--- config.mk ---
export PLATFORM = sky130hd
export DESIGN_NAME = dot_product_accumulator
export DESIGN_NICKNAME = d
export VERILOG_FILES = /design/src/rtl/dotacc_pkg.sv /design/src/rtl/dotacc_sat_add.sv /design/src/rtl/dot_product_accumulator.sv
export SDC_FILE = /design/constraint.sdc
export NUM_CORES = 1
export LEC_CHECK = 0
export CAP_MARGIN = 30
export CELL_PAD_IN_SITES_DETAIL_PLACEMENT = 1
export CELL_PAD_IN_SITES_GLOBAL_PLACEMENT = 1
export CORE_MARGIN = 2
export CORE_UTILIZATION = 38
export DETAILED_ROUTE_END_ITERATION = 8
export PLACE_DENSITY_LB_ADDON = 0.1
export SYNTH_ARGS = -nofsm -noshare
export SYNTH_HDL_FRONTEND = slang
export SYNTH_HIERARCHICAL = 1
export SYNTH_SLANG_ARGS = --single-unit
--- constraint.sdc ---
create_clock -name clk -period 3.2 [get_ports clk]
set_input_delay 0.48 -clock clk [delete_from_list [all_inputs] [get_ports clk]]
set_output_delay 0.48 -clock clk [all_outputs]
set_load 0.1 [all_outputs]
--- src/rtl/dotacc_pkg.sv ---
// -----------------------------------------------------------------------------
// dotacc_pkg
// Shared definitions for the dot-product accumulator slice:
//   - state_t           : FSM state encoding (IDLE, ACCUM, DONE)
//   - default_*         : default widths for the accumulator block
//   - max_unsigned()    : largest unsigned value representable in w bits
// -----------------------------------------------------------------------------
package dotacc_pkg;

  typedef enum logic [1:0] {
    IDLE  = 2'd0,
    ACCUM = 2'd1,
    DONE  = 2'd2
  } state_t;

  localparam int default_width     = 8;
  localparam int default_acc_width = 18;
  localparam int default_len_width = 8;

  // Returns 2^w - 1, clamped to a 64-bit result.
  function automatic logic [63:0] max_unsigned(input int w);
    if (w >= 64) begin
      return '1;
    end
    return (64'd1 << w) - 64'd1;
  endfunction

endpackage

--- src/rtl/dotacc_sat_add.sv ---
// -----------------------------------------------------------------------------
// dotacc_sat_add
// Combinational accumulator adder. Adds the zero-extended product to the
// accumulator at acc_width+1 bits and reports the carry out of the top bit.
// Build option: DOTACC_SATURATE_EN -- when defined, a carry clamps the sum to
// 2^acc_width - 1; when undefined, the sum wraps modulo 2^acc_width.
//
// Ports:
//   acc      in  [acc_width-1:0]  current accumulator value
//   product  in  [2*width-1:0]    unsigned term to add
//   sum      out [acc_width-1:0]  next accumulator value (wrapped or clamped)
//   carry    out                  addition exceeded 2^acc_width - 1
// -----------------------------------------------------------------------------
module dotacc_sat_add
  import dotacc_pkg::*;
#(
  parameter int width     = default_width,
  parameter int acc_width = default_acc_width
) (
  input  logic [acc_width-1:0] acc,
  input  logic [2*width-1:0]   product,
  output logic [acc_width-1:0] sum,
  output logic                 carry
);

`ifdef DOTACC_SATURATE_EN
  localparam logic [acc_width-1:0] sat_value = acc_width'(max_unsigned(acc_width));
`endif

  logic [acc_width:0] raw;

  always_comb begin
    // NOTE: every output of this block is assigned before any conditional
    // override, so no path leaves a value unassigned and no latch is inferred.
    raw   = {1'b0, acc} + (acc_width + 1)'(product);
    carry = raw[acc_width];
    sum   = raw[acc_width-1:0];
`ifdef DOTACC_SATURATE_EN
    // Once clamped, later non-zero terms carry again and stay clamped.
    if (carry) begin
      sum = sat_value;
    end
`endif
  end

endmodule

--- src/rtl/dot_product_accumulator.sv ---
// -----------------------------------------------------------------------------
// dot_product_accumulator
// Sums a programmed number of unsigned multiplier products and presents the
// total on a valid/ready output. Build option: DOTACC_SATURATE_EN selects
// saturating (defined) or wrapping (undefined) accumulation; overflow is a
// sticky flag in both builds.
//
// Ports:
//   clk        in               rising-edge clock
//   rst        in               synchronous reset, active-high
//   start      in               begin a job (honoured only when idle)
//   length     in  [len_width]  number of terms, sampled with start
//   in_valid   in               product holds a valid term
//   in_ready   out              block accepts a term this cycle
//   product    in  [2*width]    unsigned term from the multiplier
//   out_valid  out              result is valid
//   out_ready  in               downstream accepts result
//   result     out [acc_width]  accumulated sum
//   overflow   out              a carry occurred during this job
//   busy       out              not idle
// -----------------------------------------------------------------------------
module dot_product_accumulator
  import dotacc_pkg::*;
#(
  parameter int width     = default_width,
  parameter int acc_width = default_acc_width,
  parameter int len_width = default_len_width
) (
  input  logic                 clk,
  input  logic                 rst,
  input  logic                 start,
  input  logic [len_width-1:0] length,
  input  logic                 in_valid,
  output logic                 in_ready,
  input  logic [2*width-1:0]   product,
  output logic                 out_valid,
  input  logic                 out_ready,
  output logic [acc_width-1:0] result,
  output logic                 overflow,
  output logic                 busy
);

  localparam logic [len_width-1:0] one_term = len_width'(1);

  state_t               state;
  logic [len_width-1:0] remaining;
  logic [acc_width-1:0] next_sum;
  logic                 carry;

  dotacc_sat_add #(
    .width    (width),
    .acc_width(acc_width)
  ) u_add (
    .acc    (result),
    .product(product),
    .sum    (next_sum),
    .carry  (carry)
  );

  // Outputs are registered together with the state so in_ready, out_valid and
  // busy are pure functions of the current state, never of same-cycle inputs.
  always_ff @(posedge clk) begin
    // NOTE: sequential state uses non-blocking assignments so every register
    // samples pre-edge values; reset is checked first and overrides all inputs.
    if (rst) begin
      state     <= IDLE;
      remaining <= '0;
      result    <= '0;
      overflow  <= 1'b0;
      in_ready  <= 1'b0;
      out_valid <= 1'b0;
      busy      <= 1'b0;
    end else begin
      case (state)
        IDLE: begin
          if (start) begin
            result    <= '0;
            overflow  <= 1'b0;
            remaining <= length;
            busy      <= 1'b1;
            if (length != '0) begin
              state    <= ACCUM;
              in_ready <= 1'b1;
            end else begin
              state     <= DONE;
              out_valid <= 1'b1;
            end
          end
        end

        ACCUM: begin
          if (in_valid) begin
            result    <= next_sum;
            overflow  <= overflow | carry;
            remaining <= remaining - one_term;
            if (remaining == one_term) begin
              state     <= DONE;
              in_ready  <= 1'b0;
              out_valid <= 1'b1;
            end
          end
        end

        DONE: begin
          if (out_ready) begin
            state     <= IDLE;
            out_valid <= 1'b0;
            busy      <= 1'b0;
          end
        end

        default: begin
          state     <= IDLE;
          in_ready  <= 1'b0;
          out_valid <= 1'b0;
          busy      <= 1'b0;
        end
      endcase
    end
  end

endmodule

# Yosys cells after proc, flatten, opt, wreduce, memory -nomap -nowiden
# Cells that the tools add are included.
dict set report word_totals {
  output_inout_bits 22
  input_bits 29
  reg_bits 32
}
dict set report classes {
  eq_ne 9
  n_mux 28
  n_addsub 2
  n_reduce_logical 8
  bitwise 3
}
# cell n
set op_table {}
lappend op_table {{$mux 18} 2}
lappend op_table {{$pmux 18 s2} 1}
lappend op_table {{$add 18x16->19} 1}
lappend op_table {{$mux 8} 2}
lappend op_table {{$pmux 8 s2} 1}
lappend op_table {{$mux 1} 12}
lappend op_table {{$ne 2x2->1 const B} 6}
lappend op_table {{$mux 2} 5}
lappend op_table {{$reduce_and 5->1} 2}
lappend op_table {{$pmux 1 s3} 3}
lappend op_table {{$eq 8x1->1 const B} 1}
lappend op_table {{$reduce_bool 8->1} 1}
lappend op_table {{$sub 8x1->8 const B} 1}
lappend op_table {{$pmux 2 s3} 1}
lappend op_table {{$reduce_and 3->1} 2}
lappend op_table {{$reduce_and 4->1} 1}
lappend op_table {{$eq 2x1->1 const B} 1}
lappend op_table {{$eq 2x2->1 const B} 1}
lappend op_table {{$logic_not 2->1} 1}
lappend op_table {{$not 1->1} 2}
lappend op_table {{$pmux 1 s2} 1}
lappend op_table {{$reduce_bool 2->1} 1}
lappend op_table {{$or 1x1->1} 1}

# Depth between registers and ports, before layout
# Gate-level depths: netlist of the first run.
dict set report depth {
  ltp_word 4
  mapped_depth 10
  ltp_nobuf 10
}

# Modules after synthesis
# Netlist of the first run, hierarchy kept.
# mod area_per_inst_um2 seq_area_each_um2 instances cells_each
set modules_own_cells {}
lappend modules_own_cells {dot_product_accumulator 1440.1 640.6 1 160}
lappend modules_own_cells {dotacc_sat_add 918.4 0.0 1 117}

# Least setup slack after synthesis of the first run
# OpenSTA, ideal clock, no wires.
dict set report synth_path {
  kind {flip-flop to flip-flop}
  startpoint {reg result[0]}
  endpoint {reg result[16]}
  t_required_ns 3.072
  path_slack_ns 0.120
  n_path_buf 0
  path_stages_with_launch 11
  synth_period_minus_slack_ns 3.080
  t_arrival_ns 2.953
  setup_ns 0.128
  path_cell_list {dfxtp_1 -> ha_1 -> inv_1 -> fa_1 -> nor2b_4 -> o211ai_2 -> a31oi_4 -> a31o_4 -> mux2_4 -> a22oi_1 -> nor2_1}
}
dict set report synth_via {
  elab_chain_cells 3
}
# item line_no
set synth_rtl {}
lappend synth_rtl {{start, declared} dot_product_accumulator.sv:38} ;# output logic [acc_width-1:0] result,
lappend synth_rtl {{start signal, assigned} dot_product_accumulator.sv:93} ;# result <= next_sum;
lappend synth_rtl {{$add 18x16->19} dotacc_sat_add.sv:35} ;# raw = {1'b0, acc} + (acc_width + 1)'(product);
lappend synth_rtl {{net next_sum[16]} dot_product_accumulator.sv:47} ;# logic [acc_width-1:0] next_sum;
lappend synth_rtl {{$mux 18} dot_product_accumulator.sv:92} ;# if (in_valid) begin
lappend synth_rtl {{$pmux 18 s2} dot_product_accumulator.sv:74} ;# case (state)
# The timed path passes the listed nets, and every way through them passes these cells. The select of a mux whose other input is x is not followed.
# A chain may end at the register's enable or synchronous reset.

# Worst setup path after layout of the first run
dict set report layout_path {
  startpoint {in product[0]}
  endpoint {reg result[16]}
}
dict set report layout_via {
  elab_chain_cells 3
}
# item line_no
set layout_rtl {}
lappend layout_rtl {{start, declared} dot_product_accumulator.sv:35} ;# input logic [2*width-1:0] product,
lappend layout_rtl {{$add 18x16->19} dotacc_sat_add.sv:35}
lappend layout_rtl {{net next_sum[16]} dot_product_accumulator.sv:47}
lappend layout_rtl {{$mux 18} dot_product_accumulator.sv:92}
lappend layout_rtl {{$pmux 18 s2} dot_product_accumulator.sv:74}
# The timed path passes the listed nets, and every way through them passes these cells. The select of a mux whose other input is x is not followed.

==> results.toml, run 1 <==
[critical_path]
path_buf_inv = 2
slowest_delay_ps = 460
cp_slowest_cell = "clkdlybuf4s50_1"
cp-end-kind = "flip-flop"
path_max_fanout = 5
crit_chain = "clkdlybuf4s50_1 > ha_1 > inv_1 > fa_1 > nor2b_4 > o211ai_2 > a31oi_4 > a31o_4 > mux2_4 > a22oi_1 > nor2_1"
critPathTopFamily = "compound AO/OA/AOI/OAI gates"
worstPathArrival_ps = 2920
cp-start-kind = "input pin"
crit_required_ps = 3380
crit_type = "in -> reg"

[routing]
wl_per_cell_um = 16.7
antenna_left = 0
drc = 0
drt_first_pass_iters = 4
vias = 2293
drtIter0Drc = 64
drt-total-wl_mm = 6.68
via_per_inst = 5.73

[die]
die_h_um = 82.8
die_x_um = 82.8
initial_core_util_pct = 39.6
io_pins = 51
die_area_um2 = 6850
row_count = 28
coreArea_um2 = 5960

[cells_and_area]
drive_gt1_share_pct = 18.5
mostFrequentLayoutCells = "nor2_1 (33), dfxtp_1 (32), clkdlybuf4s50_1 (28)"
layout_commonest_cell = "nor2_1"
antenna_cells = 0
layout.nets = 372
fin_cells = 400
regArea_um2 = 641
area_growth_pct = 26.2
fillers = 732
design_area_um2 = 2980
multi_input_area_um2 = 1610

[job]
max-cap-violations = 0

[placed_design]
dp_cells = 392
gp_congestion = 0.832
place_ws_ps = 150
place_area_um2 = 2860
hpwlAfterDp_mm = 4.98
portBuffers = 50

[logic_synthesis]
async_flop_share_pct = 0
yosys_register_bits = 32
synth_area_leaders = "dfxtp_1 (27%), ha_1 (9.5%), a22oi_1 (5.7%)"
synth_seq_area_share_pct = 27.2
syn_area_um2 = 2360
synthesis.nets = 325
yosysWarnings = 6
synthCells = 277
avgSynthCellArea_um2 = 8.51
synth_top_area_cell = "dfxtp_1"
synth_top_area_share_pct = 27.2
ys.flop_type = "dfxtp_1"
ys_types = 69
synth-edff-count = 0

[hold_path]
hp-class = "reg -> reg"

[global_route]
grt_use_total_pct = 20.4
grt_pass1_vias = 2206
grt_max_degree = 25
antenna_found_initial = 0
grt_overflow_total = 0
grt_pass1_wl_mm = 10.8

[timing]
fin_tns_setup_ps = 0
fin_crit_ps = 2740
hold_viol_final = 0
fmax_mhz = 365
rsz0062_at_grt = "false"
slew_viol_final = 0
fin_skew_ps = 7.06
worst_pin_slew_ps = 602
final.setup.worst_slack_ps = 457
fin_crit_sh_pct = 85.7
slew_headroom_pct = 59.9
setup_viol = 0

[pwr]
p_leak_nw = 1.21
p_per_area_nw_per_um2 = 483
ir_drop_mv = 0.242

[cts]
postCtsSetupBuffers = 0
clock_latency_ps = 290
clk_pin_slew_ps = 80
hold_buffers = 0
h-tree-depth = 2
cts_resized = 0
cts_tree = "built"
numCtsBuffers = 5
cts.sinks = 32
clock_path_buffers = 2
clockRootBuffer = "clkbuf_8"

[run_status]
outcome = "finished clean"
kinds of logic after synthesis:
| kind of cell | after synthesis | share of synthesized area [%] |
|---|---|---|
| compound gates | 102 | 32.8 |
| simple gates | 81 | 18.0 |
| flops | 32 | 27.2 |
| buf+inv | 25 | 4.46 |
| fa+ha+maj | 19 | 10.4 |
| xor+xnor | 15 | 5.57 |
| mux | 3 | 1.54 |
registers in the layout, indices dropped and copies added, names as in the netlist:
| signal | flops |
|---|---|
| out_valid | 1 |
| remaining | 8 |
| overflow | 1 |
| result | 18 |
| state | 2 |
| busy | 1 |
| in_ready | 1 |
through the flow:
stage | util, % | power [W] | hold slack (ps)
finish | 50.0 | 0.00144 | 537
global placement | 48.1 | 0.00103 | 509
CTS | 50.0 | 0.00145 | 544
global route | 50.0 | 0.00152 | 568
floorplan | - | 0.000898 | 498
detailed placement | 48.1 | 0.00104 | 524
final cells by class:
class / instances / area share [%]
Clock buffer: 5 / 2.31
Sequential cell: 32 / 21.5
Multi-Input combinational cell: 220 / 54.2
Tap cell: 75 / 3.15
Inverter: 11 / 1.39
Clock inverter: 3 / 1.43
Timing Repair Buffer: 54 / 16.0
cells in the mapped netlist (2+ instances only):
library cell and n:
buf_2 5, inv_1 11, a211o_2 2, a22oi_1 18, clkbuf_1 7, o21a_1 4
o21ai_1 4, xnor2_1 9, a21oi_1 18, o211ai_2 3, a21oi_2 2, a21o_1 4
nand3b_1 3, o31ai_1 2, o21ai_0 11, nand4_1 3, dfxtp_1 32, and2b_2 2
xor2_1 6, and3_1 2, nor4_1 2, nor2_1 33, a211oi_1 9, nand3_1 3
o22ai_1 3, nor3_1 7, nand2_1 12, ha_1 18, nor2b_1 2
where the power goes:
group / switching [W] / leakage, nW / total, W / internal, W
Clock: 0.000173 / 0.0541 / 0.000403 / 0.000231
Combinational: 0.000344 / 0.898 / 0.000551 / 0.000207
Sequential: 0.0000483 / 0.262 / 0.000483 / 0.000434
Total: 0.000565 / 1.21 / 0.00144 / 0.000872
final timing paths:
kind	from	slack (ps)	cells after the start	endpoint
worst max-delay path	product[0]	460	11	result[16]$_SDFFE_PP0P_
worst min-delay path	out_valid$_SDFFE_PP0P_	540	1	out_valid$_SDFFE_PP0P_
worst max register to register	result[0]$_SDFFE_PP0P_	730	10	result[16]$_SDFFE_PP0P_
worst min register to register	out_valid$_SDFFE_PP0P_	540	1	out_valid$_SDFFE_PP0P_
layer usage:
| layer | part of all wire [%] | up-vias | GRT usage, % |
|---|---|---|---|
| li1 | - | 1127 | - |
| met1 | 49 | 1118 | 27.1 |
| met2 | 47 | 41 | 34.7 |
| met3 | 2.7 | 7 | 3.25 |
| met4 | 1.2 | 0 | 4.92 |
| met5 | 0 | - | 0 |
Note: power is estimated with default switching activity, not from simulation.
==> run 2, diff against run 1 <==
- MAX_ROUTING_LAYER: unset -> met4
- SLEW_MARGIN: unset -> 20
==> results.toml, run 2 (synthesized netlist as in run 1, its figures left out) <==
[global_route]
antenna_found_initial = 0
grt_use_total_pct = 21.0
grt_pass1_vias = 2207
grt_overflow_total = 0
grt_pass1_wl_mm = 10.8
grt_max_degree = 25

[cts]
clockRootBuffer = "clkbuf_8"
h-tree-depth = 2
clock_latency_ps = 290
numCtsBuffers = 5
cts.sinks = 32
cts_resized = 0
postCtsSetupBuffers = 0
hold_buffers = 0
clk_pin_slew_ps = 80
cts_tree = "built"
clock_path_buffers = 2

[routing]
drt-total-wl_mm = 6.69
drc = 0
drtIter0Drc = 67
vias = 2289
via_per_inst = 5.72
antenna_left = 0
wl_per_cell_um = 16.7
drt_first_pass_iters = 4

[pwr]
p_per_area_nw_per_um2 = 483
ir_drop_mv = 0.242
p_leak_nw = 1.21

[cells_and_area]
mostFrequentLayoutCells = "nor2_1 (33), dfxtp_1 (32), clkdlybuf4s50_1 (28)"
area_growth_pct = 26.2
layout_commonest_cell = "nor2_1"
largest_registers = "result: 18 flops, remaining: 8 flops, state: 2 flops"
largest_reg_flops = 18
layout.nets = 372
fin_util_pct = 50.0
max_flop_register = "result"
antenna_cells = 0
drive_gt1_share_pct = 18.5

[timing]
worst_pin_slew_ps = 599
fin_crit_ps = 2740
setup_viol = 0
hold_viol_final = 0
worst_hold_slack_ps = 537
final.setup.worst_slack_ps = 458
slew_viol_final = 0
slew_headroom_pct = 60.0
fmax_mhz = 365
fin_tns_setup_ps = 0
rsz0062_at_grt = "false"
fin_crit_sh_pct = 85.7
fin_skew_ps = 6.93

[die]
io_pins = 51
row_count = 28
die_h_um = 82.8
initial_core_util_pct = 39.6
coreArea_um2 = 5960
die_area_um2 = 6850
die_x_um = 82.8

[run_status]
outcome = "finished clean"

[placed_design]
hpwlAfterDp_mm = 4.98
place_ws_ps = 150
gp_congestion = 0.845
portBuffers = 50

[hold_path]
hp-class = "reg -> reg"

[critical_path]
cp-start-kind = "input pin"
cp-end-kind = "flip-flop"
worstPathArrival_ps = 2920
crit_required_ps = 3380
path_max_fanout = 5
crit_type = "in -> reg"

[job]
max-cap-violations = 0
run 2: final timing paths:
check	start	end	slack (ps)	cells after the start
worst max-delay path	product[0]	result[16]$_SDFFE_PP0P_	460	11
worst max register to register	result[0]$_SDFFE_PP0P_	result[16]$_SDFFE_PP0P_	730	10
worst min-delay path	out_valid$_SDFFE_PP0P_	out_valid$_SDFFE_PP0P_	540	1
worst min register to register	out_valid$_SDFFE_PP0P_	out_valid$_SDFFE_PP0P_	540	1
run 2: cell type report:
type                       count  area (µm²)
inverter                      11        41.3
fill                         732        2980
clock inverter                 3        42.5
clock buffer                   5        68.8
timing repair buffer          54         475
tap                           75        93.8
sequential                    32         641
multi-input combinational    220        1610
run 2: stage by stage:
step,cells,total power (W),instance area (µm²)
after global placement,392,0.00103,2860
after CTS,400,0.00145,2980
final,400,0.00144,2980
after detailed placement,392,0.00104,2860
after floorplan,277,0.000898,2360
after global routing,400,0.00152,2980
run 2: metal layers:
metal  wire length [µm]  share of wire [%]  track usage [%]
met5                  0                  0                -
met4                 33               0.49             4.92
met3                185                2.8             3.25
met1               3260                 49             27.1
met2               3210                 48             34.7
run 2: power breakdown:
part	switching [W]	internal (W)	leakage, nW
Clock	0.000174	0.000231	0.0541
Sequential	0.0000483	0.000434	0.262
Combinational	0.000344	0.000207	0.898
run 2: worst max-delay path, cell delays in order:
cell             delay (ps)
clkdlybuf4s50_1         460
ha_1                    200
inv_1                    60
fa_1                    440
nor2b_4                 150
o211ai_2                120
a31oi_4                 290
a31o_4                  210
mux2_4                  290
a22oi_1                 160
nor2_1                   50
==> run 3, diff against run 2 <==
- ABC_AREA: unset -> 0
- GPL_TIMING_DRIVEN: unset -> 0
==> results.toml, run 3 (synthesized netlist as in run 1, its figures left out) <==
[die]
die_h_um = 82.8
io_pins = 51
row_count = 28
die_area_um2 = 6850
die_x_um = 82.8
initial_core_util_pct = 39.6
coreArea_um2 = 5960

[timing]
final.setup.worst_slack_ps = 371
hold_viol_final = 0
rsz0062_at_grt = "false"
fin_crit_ps = 2830
slew_headroom_pct = 34.3
slew_viol_final = 0
fin_crit_sh_pct = 88.4
fin_skew_ps = 9.08
setup_viol = 0
fmax_mhz = 353
worst_pin_slew_ps = 982
fin_tns_setup_ps = 0

[routing]
drtIter0Drc = 76
via_per_inst = 5.51
drt_first_pass_iters = 4
antenna_left = 0
drt-total-wl_mm = 6.59
drc = 0
vias = 2259
wl_per_cell_um = 16.1

[cts]
h-tree-depth = 2
clock_latency_ps = 280
cts_tree = "built"
clk_pin_slew_ps = 70
clockRootBuffer = "clkbuf_8"
clock_path_buffers = 2
hold_buffers = 0
cts.sinks = 32
numCtsBuffers = 5
cts_resized = 0
postCtsSetupBuffers = 0

[placed_design]
gp_congestion = 0.865
place_area_um2 = 2950
place_ws_ps = 75.7
hpwlAfterDp_mm = 4.98
portBuffers = 50

[cells_and_area]
layout.nets = 382
mostFrequentLayoutCells = "clkdlybuf4s50_1 (50), nor2_1 (33), dfxtp_1 (32)"
drive_gt1_share_pct = 12.2
area_growth_pct = 30.6
largest_reg_flops = 18
largest_registers = "result: 18 flops, remaining: 8 flops, state: 2 flops"
max_flop_register = "result"
multi_input_area_um2 = 1610
layout_commonest_cell = "clkdlybuf4s50_1"
design_area_um2 = 3080
fillers = 732
regArea_um2 = 641
antenna_cells = 0

[critical_path]
path_max_fanout = 5
cp-end-kind = "flip-flop"
cp_num_cells = 11
reg2reg_setup_slack_ps = 650
r2r_cells = 10
crit_required_ps = 3360
cp-start-kind = "input pin"
cp_slowest_cell = "clkdlybuf4s50_1"
path_buf_inv = 2
slowest_delay_ps = 470
crit_type = "in -> reg"
worstPathArrival_ps = 2990
crit_chain = "clkdlybuf4s50_1 > ha_1 > inv_1 > fa_1 > nor2b_4 > o211ai_2 > a31oi_4 > a31o_4 > mux2_4 > a22oi_1 > nor2_1"
critPathTopFamily = "compound AO/OA/AOI/OAI gates"
reg2reg_to = "result[16]$_SDFFE_PP0P_"
r2r-start = "result[0]$_SDFFE_PP0P_"
crit_path_start = "product[0]"
endpoint = "result[16]$_SDFFE_PP0P_"

[global_route]
grt_use_total_pct = 21.7
antenna_found_initial = 0
grt_max_degree = 11
grt_pass1_wl_mm = 11.0
grt_overflow_total = 0
grt_pass1_vias = 2301

[pwr]
ir_drop_mv = 0.258
p_per_area_nw_per_um2 = 480
p_leak_nw = 1.20
power_w = 0.00148

[job]
max-cap-violations = 0

[hold_path]
min_from = "in_ready$_SDFFE_PP0P_"
hp-class = "reg -> reg"

[run_status]
outcome = "finished clean"
[run 3: how the worst min path moves through the flow]
stage	slack [ps]	cells past startpoint	to
after floorplan	500	2	remaining[4]$_SDFFE_PP0P_
after global placement	510	2	result[15]$_SDFFE_PP0P_
after detailed placement	520	1	out_valid$_SDFFE_PP0P_
after CTS	540	1	out_valid$_SDFFE_PP0P_
after global routing	560	1	out_valid$_SDFFE_PP0P_
final	530	1	in_ready$_SDFFE_PP0P_
[run 3: where the power goes]
| group | internal, W | switching, W | leakage [nW] |
|---|---|---|---|
| sequential | 0.000434 | 0.0000369 | 0.262 |
| clock | 0.000275 | 0.000160 | 0.0645 |
| combinational | 0.000217 | 0.000355 | 0.876 |
| total | 0.000927 | 0.000552 | 1.20 |
[run 3: area by class of cell]
cell class,instances,share of cell area (%)
Buffer,14,2.07
Multi-Input combinational cell,220,52.4
Clock inverter,1,0.975
Inverter,11,1.34
Timing Repair Buffer,50,16.3
Clock buffer,7,3.13
Tap cell,75,3.05
Sequential cell,32,20.8
[run 3: worst register-to-register path, delay by kind of cell, from the launching register on]
kind	cells	cell delay (ps)
multiplexers	1	300
AO/OA/AOI/OAI	4	800
AND/OR/NAND/NOR	2	200
buffers and inverters	1	80
adder cells (fa/ha/maj)	2	680
flip-flops	1	370
[run 3: per-layer routing]
layer | share of wire [%] | global-route usage (%) | routed length, µm | vias to the layer above
met2 | 45 | 33.5 | 2990 | 30
met5 | 0 | - | 0 | -
met4 | 0.50 | 5.41 | 33 | 0
met3 | 2.2 | 2.92 | 146 | 2
met1 | 52 | 30.0 | 3420 | 1082
li1 | - | - | - | 1145
[run 3: through the flow]
stage	utilization (%)	hold slack (ps)	std cells
finish	51.7	533	410
global route	51.7	563	410
CTS	51.7	537	410
detailed placement	49.6	517	402
global placement	49.6	509	402
floorplan	-	498	277
